$ cat config.mk
export PLATFORM = sky130hd
export DESIGN_NAME = rv32i_multicycle_ctrl_flat
export DESIGN_NICKNAME = d
export VERILOG_FILES = /design/src/rtl/rv32i_multicycle_ctrl_if.sv /design/src/rtl/rv32i_multicycle_ctrl.sv /design/src/flat_wrapper.sv
export SDC_FILE = /design/constraint.sdc
export NUM_CORES = 1
export LEC_CHECK = 0
export ABC_AREA = 1
export ABC_CLOCK_PERIOD_IN_PS = 3100
export CAP_MARGIN = 15
export CORE_MARGIN = 10
export CORE_UTILIZATION = 42
export CTS_CLUSTER_DIAMETER = 40
export DETAILED_ROUTE_END_ITERATION = 10
export PLACE_DENSITY = 0.93
export SYNTH_ARGS = -nofsm -noshare
export SYNTH_HDL_FRONTEND = slang
export SYNTH_SLANG_ARGS = --single-unit
$ cat constraint.sdc
create_clock -name clk -period 3.1 [get_ports clk]
set_input_delay 0.31 -clock clk [delete_from_list [all_inputs] [get_ports clk]]
set_output_delay 0.31 -clock clk [all_outputs]
set_load 0.02 [all_outputs]
$ cat src/rtl/rv32i_multicycle_ctrl_if.sv
// Control/datapath bundle for the RV32I multi-cycle controller.
// master = controller side, slave = datapath/memory side.
interface rv32i_multicycle_ctrl_if;
    logic [31:0] instr;
    logic        mem_ready;
    logic        branch_taken;
    logic        pc_wr;
    logic [1:0]  pc_src;
    logic        ir_wr;
    logic        mem_rd;
    logic        mem_wr;
    logic [2:0]  ls_funct3;
    logic [1:0]  alu_src_a;
    logic        alu_src_b;
    logic [2:0]  alu_fn;
    logic        alu_alt;
    logic        regfile_wr;
    logic [1:0]  regfile_src;
    logic        illegal;
    logic        bus_err;
    logic        halted;

    modport master (
        input  instr, mem_ready, branch_taken,
        output pc_wr, pc_src, ir_wr, mem_rd, mem_wr, ls_funct3,
               alu_src_a, alu_src_b, alu_fn, alu_alt,
               regfile_wr, regfile_src, illegal, bus_err, halted
    );

    modport slave (
        output instr, mem_ready, branch_taken,
        input  pc_wr, pc_src, ir_wr, mem_rd, mem_wr, ls_funct3,
               alu_src_a, alu_src_b, alu_fn, alu_alt,
               regfile_wr, regfile_src, illegal, bus_err, halted
    );
endinterface

$ cat src/rtl/rv32i_multicycle_ctrl.sv
// Multi-cycle RV32I control FSM: FETCH / DECODE / EXECUTE / MEM / WRITEBACK,
// waited memory via mem_ready with an optional bus timeout, sticky halt flags.
module rv32i_multicycle_ctrl #(
    parameter int unsigned TIMEOUT = 255
) (
    input  logic                   clk,
    input  logic                   rst,
    rv32i_multicycle_ctrl_if.master bus
);
    // rv32i_opcodes
    localparam logic [6:0] OPC_LOAD     = 7'b0000011;
    localparam logic [6:0] OPC_MISC_MEM = 7'b0001111;
    localparam logic [6:0] OPC_OP_IMM   = 7'b0010011;
    localparam logic [6:0] OPC_AUIPC    = 7'b0010111;
    localparam logic [6:0] OPC_STORE    = 7'b0100011;
    localparam logic [6:0] OPC_OP       = 7'b0110011;
    localparam logic [6:0] OPC_LUI      = 7'b0110111;
    localparam logic [6:0] OPC_BRANCH   = 7'b1100011;
    localparam logic [6:0] OPC_JALR     = 7'b1100111;
    localparam logic [6:0] OPC_JAL      = 7'b1101111;
    localparam logic [6:0] OPC_SYSTEM   = 7'b1110011;

    // ALU_FNS / LOAD_STORE_FNS
    localparam logic [2:0] ALU_ADD     = 3'b000;
    localparam logic [2:0] ALU_SRL_SRA = 3'b101;
    localparam logic [2:0] LS_W        = 3'b010;

    // regfile_load_t
    localparam logic [1:0] FROM_ALU       = 2'd0;
    localparam logic [1:0] FROM_MEM       = 2'd1;
    localparam logic [1:0] FROM_PC_PLUS_4 = 2'd2;

    localparam logic [1:0] PC_PLUS_4 = 2'd0;
    localparam logic [1:0] PC_IMM    = 2'd1;
    localparam logic [1:0] PC_ALU    = 2'd2;

    localparam logic [1:0] A_RS1  = 2'd0;
    localparam logic [1:0] A_PC   = 2'd1;
    localparam logic [1:0] A_ZERO = 2'd2;

    localparam int CW = (TIMEOUT < 2) ? 1 : $clog2(TIMEOUT + 1);

    typedef enum logic [2:0] {
        S_FETCH, S_DECODE, S_EXECUTE, S_MEM, S_WB, S_HALT
    } state_t;

    state_t        state_q, state_d;
    logic          illegal_q, illegal_d;
    logic          bus_err_q, bus_err_d;
    logic [CW-1:0] wcnt_q, wcnt_d;

    logic [6:0] opcode;
    logic [2:0] funct3;
    logic       rd_nz;
    logic       timeout;
    logic       dec_exec;

    logic       pc_wr_c, ir_wr_c, mem_rd_c, mem_wr_c, alu_src_b_c, alu_alt_c;
    logic       regfile_wr_c, halted_c;
    logic [1:0] pc_src_c, alu_src_a_c, regfile_src_c;
    logic [2:0] ls_funct3_c, alu_fn_c;

    assign opcode  = bus.instr[6:0];
    assign funct3  = bus.instr[14:12];
    assign rd_nz   = |bus.instr[11:7];
    assign timeout = (TIMEOUT != 0) && (wcnt_q == CW'(TIMEOUT));

    // Opcodes that proceed to EXECUTE; bad load/store sizes are rejected here
    // so no memory access is ever issued for them.
    always_comb begin
        dec_exec = 1'b0;
        case (opcode)
            OPC_OP, OPC_OP_IMM, OPC_LUI, OPC_AUIPC,
            OPC_JAL, OPC_JALR, OPC_BRANCH: dec_exec = 1'b1;
            OPC_LOAD:  dec_exec = !(funct3 == 3'b011 || funct3[2:1] == 2'b11);
            OPC_STORE: dec_exec = (funct3 <= 3'b010);
            default:   dec_exec = 1'b0;
        endcase
    end

    // Next-state, sticky flags, wait counter and per-state control outputs.
    always_comb begin
        state_d       = state_q;
        illegal_d     = illegal_q;
        bus_err_d     = bus_err_q;
        wcnt_d        = '0;
        pc_wr_c       = 1'b0;
        pc_src_c      = PC_PLUS_4;
        ir_wr_c       = 1'b0;
        mem_rd_c      = 1'b0;
        mem_wr_c      = 1'b0;
        ls_funct3_c   = 3'b000;
        alu_src_a_c   = A_RS1;
        alu_src_b_c   = 1'b0;
        alu_fn_c      = ALU_ADD;
        alu_alt_c     = 1'b0;
        regfile_wr_c  = 1'b0;
        regfile_src_c = FROM_ALU;
        halted_c      = 1'b0;
        case (state_q)
            S_FETCH: begin
                alu_src_a_c = A_PC;
                ls_funct3_c = LS_W;  // instruction fetch is a word access
                if (timeout) begin
                    bus_err_d = 1'b1;
                    state_d   = S_HALT;
                end else begin
                    mem_rd_c = 1'b1;
                    if (bus.mem_ready) begin
                        ir_wr_c = 1'b1;
                        state_d = S_DECODE;
                    end else if (TIMEOUT != 0) begin
                        wcnt_d = wcnt_q + CW'(1);
                    end
                end
            end
            S_DECODE: begin
                if (dec_exec) begin
                    state_d = S_EXECUTE;
                end else if (opcode == OPC_MISC_MEM) begin
                    pc_wr_c = 1'b1;
                    state_d = S_FETCH;
                end else if (opcode == OPC_SYSTEM) begin
                    state_d = S_HALT;
                end else begin
                    illegal_d = 1'b1;
                    state_d   = S_HALT;
                end
            end
            S_EXECUTE: begin
                state_d = S_WB;
                case (opcode)
                    OPC_OP: begin
                        alu_fn_c  = funct3;
                        alu_alt_c = bus.instr[30];
                    end
                    OPC_OP_IMM: begin
                        alu_src_b_c = 1'b1;
                        alu_fn_c    = funct3;
                        alu_alt_c   = (funct3 == ALU_SRL_SRA) && bus.instr[30];
                    end
                    OPC_LUI: begin
                        alu_src_a_c = A_ZERO;
                        alu_src_b_c = 1'b1;
                    end
                    OPC_AUIPC: begin
                        alu_src_a_c = A_PC;
                        alu_src_b_c = 1'b1;
                    end
                    OPC_LOAD, OPC_STORE: begin
                        alu_src_b_c = 1'b1;
                        state_d     = S_MEM;
                    end
                    OPC_JALR: alu_src_b_c = 1'b1;
                    OPC_BRANCH: begin
                        pc_wr_c  = 1'b1;
                        pc_src_c = bus.branch_taken ? PC_IMM : PC_PLUS_4;
                        state_d  = S_FETCH;
                    end
                    default: ;
                endcase
            end
            S_MEM: begin
                ls_funct3_c = funct3;
                if (timeout) begin
                    bus_err_d = 1'b1;
                    state_d   = S_HALT;
                end else begin
                    mem_rd_c = (opcode == OPC_LOAD);
                    mem_wr_c = (opcode == OPC_STORE);
                    if (bus.mem_ready) begin
                        if (opcode == OPC_STORE) begin
                            pc_wr_c = 1'b1;
                            state_d = S_FETCH;
                        end else begin
                            state_d = S_WB;
                        end
                    end else if (TIMEOUT != 0) begin
                        wcnt_d = wcnt_q + CW'(1);
                    end
                end
            end
            S_WB: begin
                regfile_wr_c = rd_nz;
                pc_wr_c      = 1'b1;
                state_d      = S_FETCH;
                case (opcode)
                    OPC_LOAD: regfile_src_c = FROM_MEM;
                    OPC_JAL: begin
                        regfile_src_c = FROM_PC_PLUS_4;
                        pc_src_c      = PC_IMM;
                    end
                    OPC_JALR: begin
                        regfile_src_c = FROM_PC_PLUS_4;
                        pc_src_c      = PC_ALU;
                    end
                    default: regfile_src_c = FROM_ALU;
                endcase
            end
            S_HALT:  halted_c = 1'b1;
            default: state_d = S_HALT;
        endcase
    end

    // State and sticky flags; everything clears only on reset.
    always_ff @(posedge clk) begin
        if (rst) begin
            state_q   <= S_FETCH;
            illegal_q <= 1'b0;
            bus_err_q <= 1'b0;
            wcnt_q    <= '0;
        end else begin
            state_q   <= state_d;
            illegal_q <= illegal_d;
            bus_err_q <= bus_err_d;
            wcnt_q    <= wcnt_d;
        end
    end

    // Reset forces every output low in the same cycle, dropping any request.
    assign bus.pc_wr       = pc_wr_c & ~rst;
    assign bus.pc_src      = rst ? 2'd0 : pc_src_c;
    assign bus.ir_wr       = ir_wr_c & ~rst;
    assign bus.mem_rd      = mem_rd_c & ~rst;
    assign bus.mem_wr      = mem_wr_c & ~rst;
    assign bus.ls_funct3   = rst ? 3'd0 : ls_funct3_c;
    assign bus.alu_src_a   = rst ? 2'd0 : alu_src_a_c;
    assign bus.alu_src_b   = alu_src_b_c & ~rst;
    assign bus.alu_fn      = rst ? 3'd0 : alu_fn_c;
    assign bus.alu_alt     = alu_alt_c & ~rst;
    assign bus.regfile_wr  = regfile_wr_c & ~rst;
    assign bus.regfile_src = rst ? 2'd0 : regfile_src_c;
    assign bus.illegal     = illegal_q & ~rst;
    assign bus.bus_err     = bus_err_q & ~rst;
    assign bus.halted      = halted_c & ~rst;
endmodule
$ cat src/flat_wrapper.sv
// flat-port wrapper written by rule: the top's interface ports become plain ports
module rv32i_multicycle_ctrl_flat 
#(
    parameter int unsigned TIMEOUT = 255
)
  (clk, rst, bus_instr, bus_mem_ready, bus_branch_taken, bus_pc_wr, bus_pc_src, bus_ir_wr, bus_mem_rd, bus_mem_wr, bus_ls_funct3, bus_alu_src_a, bus_alu_src_b, bus_alu_fn, bus_alu_alt, bus_regfile_wr, bus_regfile_src, bus_illegal, bus_bus_err, bus_halted);
  rv32i_multicycle_ctrl_if bus_i ();
  input  logic clk;
  input  logic rst;
  input wire logic [$bits(bus_i.instr)-1:0] bus_instr;
  input wire logic [$bits(bus_i.mem_ready)-1:0] bus_mem_ready;
  input wire logic [$bits(bus_i.branch_taken)-1:0] bus_branch_taken;
  output wire logic [$bits(bus_i.pc_wr)-1:0] bus_pc_wr;
  output wire logic [$bits(bus_i.pc_src)-1:0] bus_pc_src;
  output wire logic [$bits(bus_i.ir_wr)-1:0] bus_ir_wr;
  output wire logic [$bits(bus_i.mem_rd)-1:0] bus_mem_rd;
  output wire logic [$bits(bus_i.mem_wr)-1:0] bus_mem_wr;
  output wire logic [$bits(bus_i.ls_funct3)-1:0] bus_ls_funct3;
  output wire logic [$bits(bus_i.alu_src_a)-1:0] bus_alu_src_a;
  output wire logic [$bits(bus_i.alu_src_b)-1:0] bus_alu_src_b;
  output wire logic [$bits(bus_i.alu_fn)-1:0] bus_alu_fn;
  output wire logic [$bits(bus_i.alu_alt)-1:0] bus_alu_alt;
  output wire logic [$bits(bus_i.regfile_wr)-1:0] bus_regfile_wr;
  output wire logic [$bits(bus_i.regfile_src)-1:0] bus_regfile_src;
  output wire logic [$bits(bus_i.illegal)-1:0] bus_illegal;
  output wire logic [$bits(bus_i.bus_err)-1:0] bus_bus_err;
  output wire logic [$bits(bus_i.halted)-1:0] bus_halted;
  assign bus_i.instr = bus_instr;
  assign bus_i.mem_ready = bus_mem_ready;
  assign bus_i.branch_taken = bus_branch_taken;
  assign bus_pc_wr = bus_i.pc_wr;
  assign bus_pc_src = bus_i.pc_src;
  assign bus_ir_wr = bus_i.ir_wr;
  assign bus_mem_rd = bus_i.mem_rd;
  assign bus_mem_wr = bus_i.mem_wr;
  assign bus_ls_funct3 = bus_i.ls_funct3;
  assign bus_alu_src_a = bus_i.alu_src_a;
  assign bus_alu_src_b = bus_i.alu_src_b;
  assign bus_alu_fn = bus_i.alu_fn;
  assign bus_alu_alt = bus_i.alu_alt;
  assign bus_regfile_wr = bus_i.regfile_wr;
  assign bus_regfile_src = bus_i.regfile_src;
  assign bus_illegal = bus_i.illegal;
  assign bus_bus_err = bus_i.bus_err;
  assign bus_halted = bus_i.halted;
  rv32i_multicycle_ctrl #(.TIMEOUT(TIMEOUT)) u_core (.clk(clk), .rst(rst), .bus(bus_i));
endmodule
==> impl_results.md <==
- Status: complete, no violations
- Initial drt markers: 52
- Synth top area cells: dfxtp_1 24%, nor2_1 14%, nand2_1 12%
- Hold endpoint: u_core.wcnt_q[3]
- Top cell type's share of synthesized area: 0.243
- Yosys cell types: 26
- Wirelength per Cell: 12.0 µm
- Final setup viols: 0
- Final wirelength: 3.09 mm
- RR Endpoint: u_core.state_q[0]
- Primary FF master, synth: dfxtp_1
- Slew Viols, Final: 0
- Top-Level Pins: 58
- Final hold vios: 0
- Synth async-reset ratio: 0
- Vias/cell: 5.06
- Max Freq: 374 MHz
- Startpoint type of the worst setup path: input port
- Crit path capture type: primary output
- Die ar.: 4970 µm²
- Cell taking the most area after synthesis: dfxtp_1
- Pin count of the biggest net entering global routing: 10
- First-pass GRT wire length: 5.50 mm
- DRT Pass-1 Iters: 4
- Worst R2R Start: u_core.wcnt_q[0]
- Maximum vdd ir drop: 0.334 mV
- Overall Global Routing Usage: 0.129
- Setup repair bufs after CTS: 0
- Via count of the first global-routing pass: 1227
- Initial antenna violation count: 0
- WP data required: 2790 ps
- Hold Crit Class: flop to flop
- CP Launch Point: bus_instr[3]
- Final period util: 0.864
- Hold Crit Start: u_core.wcnt_q[3]
- Number of synthesized flops with an enable pin: 0
- HPWL Detailed: 2.61 mm
- Power Density: 299 nW/µm²
- Row cnt: 18
- Post-synthesis sequential area ratio: 0.243
- WHS Path Cells: 2
- Die width: 70.5 µm
- Mapped Cells: 182
- Worst Max-Slew Pin Slew: 307 ps
- Core region area: 2450 µm²
- CTS tree: built
- Initial Util: 0.436
- Final GP Congestion: 0.894
- Crit path arrival time: 2370 ps
- Post-Syn Area: 1070 µm²
- Final ANT Viol Nets: 0
- Worst Clk Skew: 11.6 ps
- Clock transition at the registers of the reported paths: 70 ps
- Reg2Reg Setup Slack: 1700 ps
- Num CTS Buffers: 3
- Nets: 265
- Worst R2R Path Depth: 8
- H-tree Lvls: 1
- Port bufs: 41
- CP Max Fanout: 6
- Max Buffers Root-to-Sink: 2
- Slew margin rel.: 0.794
- GR Overflow Total: 0
- Crit Path Class: input port to primary output
- RSZ-0062 raised after global routing: no
- Hold buffer count at CTS: 0
- Leakage: 0.623 nW
- Layout area overhead: 44.6%
- Post-CTS Resized: 0
- Root buffer cell: clkbuf_4
- Commonest cells in the netlist: 40 x nor2_1, 33 x nand2_1, 28 x inv_1
- Clock sinks: 13
- Tot Pwr: 0.463 mW
- Antenna Diode Count: 0
- Die height: 70.5 µm
- Mapped Nets: 219
- Count leader, synth: nor2_1
- # DRC: 0
- Clk_lat worst skew: 290 ps
- Vias post-DR: 1301
- Fin area: 1550 µm²
- Post-synthesis area per instance: 5.88 µm²
- Fin crit period: 2680 ps
- YS warnings: 0
- Setup_tns: 0 ps
- Fraction of layout instances using a drive strength above 1: 0.0573
- Maxcap violations: 0
- Synth Register Bits: 13
- Placed Area: 1520 µm²
==> where the power goes <==
part,leakage (nW),switching (mW),internal [mW]
clock,0.0150,0.0589,0.0500
sequential,0.106,0.00990,0.176
combinational,0.502,0.0957,0.0726
==> worst max path at each step <==
stage                      endpoint  slack (ps)  cells after the start
after floorplan           bus_pc_wr        1320                      8
after global placement    bus_pc_wr         480                      9
after detailed placement  bus_pc_wr         450                      9
after CTS                 bus_pc_wr         450                      9
after global routing      bus_pc_wr         250                      9
final                     bus_pc_wr         420                      9
==> kinds of logic (layout without fill, tap and decap cells) <==
logic type | count (synthesis) | in the layout | synth area share
buffers and inverters | 30 | 75 | 0.105
AOI/OAI and AO/OA | 24 | 24 | 0.137
DFF | 13 | 13 | 0.243
xor gates and xnor gates | 3 | 3 | 0.0245
and+or+nand+nor | 111 | 111 | 0.479
adders and majority gates | 1 | 1 | 0.0117
==> cell type report <==
class / instances / area, µm²
fillers: 211 / 906
multi-input cells: 139 / 698
repair buffers: 42 / 418
flip-flops and latches: 13 / 260
inverters: 29 / 109
well taps: 30 / 37.5
clock buffers: 4 / 26.3
==> flip-flops by register name, summed over array words and instances, names as in the netlist <==
signal	flops
u_core.illegal_q	1
u_core.wcnt_q	8
u_core.bus_err_q	1
u_core.state_q	3
==> routing by layer <==
| layer | routed length (µm) | global-route usage | vias to the layer above | share of wire |
|---|---|---|---|---|
| li1 | - | - | 680 | - |
| met4 | 17 | 0.0329 | 0 | 0.0055 |
| met3 | 256 | 0.0367 | 2 | 0.083 |
| met1 | 1340 | 0.152 | 571 | 0.43 |
| met5 | 0 | 0 | - | 0 |
| met2 | 1470 | 0.222 | 48 | 0.48 |
==> cell usage in the layout, fill, tap and decap left out, drive strengths merged, types with 2 or more instances in the layout <==
master,instances
clkdlybuf4s50,41
nand3,20
nor3,8
dfxtp,13
o21ai,5
a21oi,12
nor2,43
o31ai,3
inv,28
clkbuf,4
nand2,35
xor2,2
nand4,4
==> stage by stage <==
| stage | setup slack [ps] | std cells | utilization | hold slack, ps |
|---|---|---|---|---|
| after CTS | 451 | 257 | 0.631 | 472 |
| after global routing | 250 | 257 | 0.631 | 510 |
| after global placement | 476 | 253 | 0.620 | 444 |
| final | 423 | 257 | 0.631 | 470 |
| after floorplan | 1320 | 182 | - | 430 |
| after detailed placement | 453 | 253 | 0.620 | 456 |
==> critical path, stage by stage <==
cell and delay [ps]:
clkdlybuf4s50_1 510, inv_1 140, nand2_1 60, nor2_1 210, nand2_1 150, o21ai_1 140, a21oi_1 50, a21oi_1 160
clkdlybuf4s50_1 640
Power figures use the tool's default switching activity.
==> edit: new RTL, same flow settings <==
`TIMEOUT` is set to 255 in 2 places; all go to 510.
--- a/src/rtl/rv32i_multicycle_ctrl.sv
+++ b/src/rtl/rv32i_multicycle_ctrl.sv
@@ -1,7 +1,7 @@
 // Multi-cycle RV32I control FSM: FETCH / DECODE / EXECUTE / MEM / WRITEBACK,
 // waited memory via mem_ready with an optional bus timeout, sticky halt flags.
 module rv32i_multicycle_ctrl #(
-    parameter int unsigned TIMEOUT = 255
+    parameter int unsigned TIMEOUT = 510
 ) (
     input  logic                   clk,
     input  logic                   rst,
--- a/src/flat_wrapper.sv
+++ b/src/flat_wrapper.sv
@@ -1,7 +1,7 @@
 // flat-port wrapper written by rule: the top's interface ports become plain ports
 module rv32i_multicycle_ctrl_flat 
 #(
-    parameter int unsigned TIMEOUT = 255
+    parameter int unsigned TIMEOUT = 510
 )
   (clk, rst, bus_instr, bus_mem_ready, bus_branch_taken, bus_pc_wr, bus_pc_src, bus_ir_wr, bus_mem_rd, bus_mem_wr, bus_ls_funct3, bus_alu_src_a, bus_alu_src_b, bus_alu_fn, bus_alu_alt, bus_regfile_wr, bus_regfile_src, bus_illegal, bus_bus_err, bus_halted);
   rv32i_multicycle_ctrl_if bus_i ();
Formal check against the unedited RTL: same outputs for any inputs over 10 cycles, from zero or initial values and one cycle with rst high; that may be too few to reach the edited logic, so the function may still have changed.
==> edit against the original RTL <==
Routed wire length is 4.1% higher. Cell count increased by 7.0%. Non-clock buffer count did not move. Area after synthesis rose by 11%. Sequential cell count grew 1. Design area is 8.6% higher. Via count up 1.6%. Core utilization fell by 1.6 points. Worst setup slack improved by 0.15 ns. Critical path type unchanged.
Power is not compared: it rests on default switching activity, and its combinational part moved more than twofold at a synthesized area within 25%.
==> edit: results (changes against the original RTL) <==
INFO  metric post_synth_main_area_contributors = sky130_fd_sc_hd__dfxtp_1 23%, sky130_fd_sc_hd__nor2_1 13%, sky130_fd_sc_hd__nand2_1 13%, sky130_fd_sc_hd__inv_1 10%, sky130_fd_sc_hd__nand3_1 8.0%
INFO  metric outcome = completed
INFO  metric detail_route.iter0.violations = 101 (+94%)
INFO  metric detailedPlacementHpwl = 2730 um (+4.8%)
INFO  metric h_tree_depth = 1 (unchanged)
INFO  metric drive_above_1_share = 0.102 (+0.0452)
INFO  metric syn-num-nets = 237 (+8.2%)
INFO  metric place.gp.congestion = 0.914 (+2.2%)
INFO  metric critical_path_max_stage_delay = 0.60 ns (-0.04 ns)
INFO  metric synth_common_cells = 41 x sky130_fd_sc_hd__nor2_1, 40 x sky130_fd_sc_hd__nand2_1, 32 x sky130_fd_sc_hd__inv_1
INFO  metric leakage_power_figure = 0.772 nW
INFO  metric vias_per_cell = 4.81 (-5.0%)
INFO  metric worst_slack_after_detailed_placement = 0.596 ns (+0.143 ns)
INFO  metric grt_pass1_wl = 5660 um (+3.0%)
INFO  metric area_growth_synth_to_finish = 40.9%
INFO  metric placedInstanceArea = 1650 um^2 (+8.1%)
INFO  metric timing.clock.skew = 0.00475 ns (-0.00686 ns)
INFO  metric largestRegisters = u_core.wcnt_q: 9 flops, u_core.state_q: 3 flops
INFO  metric synth-seq-area-share = 0.235 (-0.00819)
INFO  metric setup.reg_to_reg.worst_slack = 1.63 ns (-0.07 ns)
INFO  metric post_synth_num_cell_types = 30 (+15%)
INFO  metric rr_worst_depth = 11 (+3)
INFO  metric worstHoldStart = u_core.bus_err_q
INFO  metric first_global_vias = 1319 (+7.5%)
INFO  metric global_route.usage.total = 0.124 (-0.00479)
INFO  metric cell_count_post_placement = 271 (+7.1%)
INFO  metric worst_r2r_endpoint = u_core.state_q[2]
INFO  metric worst_hold_slack = 0.459 ns (-0.0110 ns)
[edit: changes by cell type after synthesis, sizes merged, moves of 2 or more]
cell    change
a21oi       -8
nand2       +9
nor3        +3
inv        +11
a21boi      +2
o21ai       -2
[edit: worst max-delay path by stage]
stage / from / end / slack, ns / cells after the start
global placement: bus_instr[4] / bus_pc_wr / 0.60 / 9
detailed placement: bus_instr[4] / bus_pc_wr / 0.60 / 9
finish: bus_instr[4] / bus_pc_wr / 0.57 / 9
CTS: bus_instr[4] / bus_pc_wr / 0.59 / 9
floorplan: u_core.wcnt_q[0] / bus_ir_wr / 1.46 / 7
global route: bus_instr[4] / bus_pc_wr / 0.38 / 9
[edit: routing by layer]
metal	wire, um	GRT usage	vias to the layer above
li1	-	-	711
met1	1450	0.147	574
met2	1510	0.210	34
met3	241	0.0336	3
met4	21	0.0393	0
met5	0	0	-
[edit: power by group through the flow]
stage / Sequential (mW) / Combinational (mW) / Clock (mW)
floorplan: 0.236 / 0.311 / 0
global placement: 0.240 / 0.440 / 0
detailed placement: 0.241 / 0.448 / 0
CTS: 0.237 / 0.450 / 0.131
global route: 0.240 / 0.510 / 0.136
finish: 0.237 / 0.448 / 0.128
[edit: layout make-up]
type	count	share of cell area
Sequential cell	14	0.167
Tap cell	31	0.0231
Inverter	40	0.0908
Multi-Input combinational cell	144	0.449
Clock buffer	4	0.0216
Timing Repair Buffer	42	0.249
[edit: kinds of logic after synthesis]
kind of cell | after synthesis | share of synthesized area
compound gates | 13 | 0.0702
xor+xnor | 4 | 0.0294
fa+ha+maj | 2 | 0.0210
buf+inv | 41 | 0.132
flops | 14 | 0.235
simple gates | 125 | 0.513
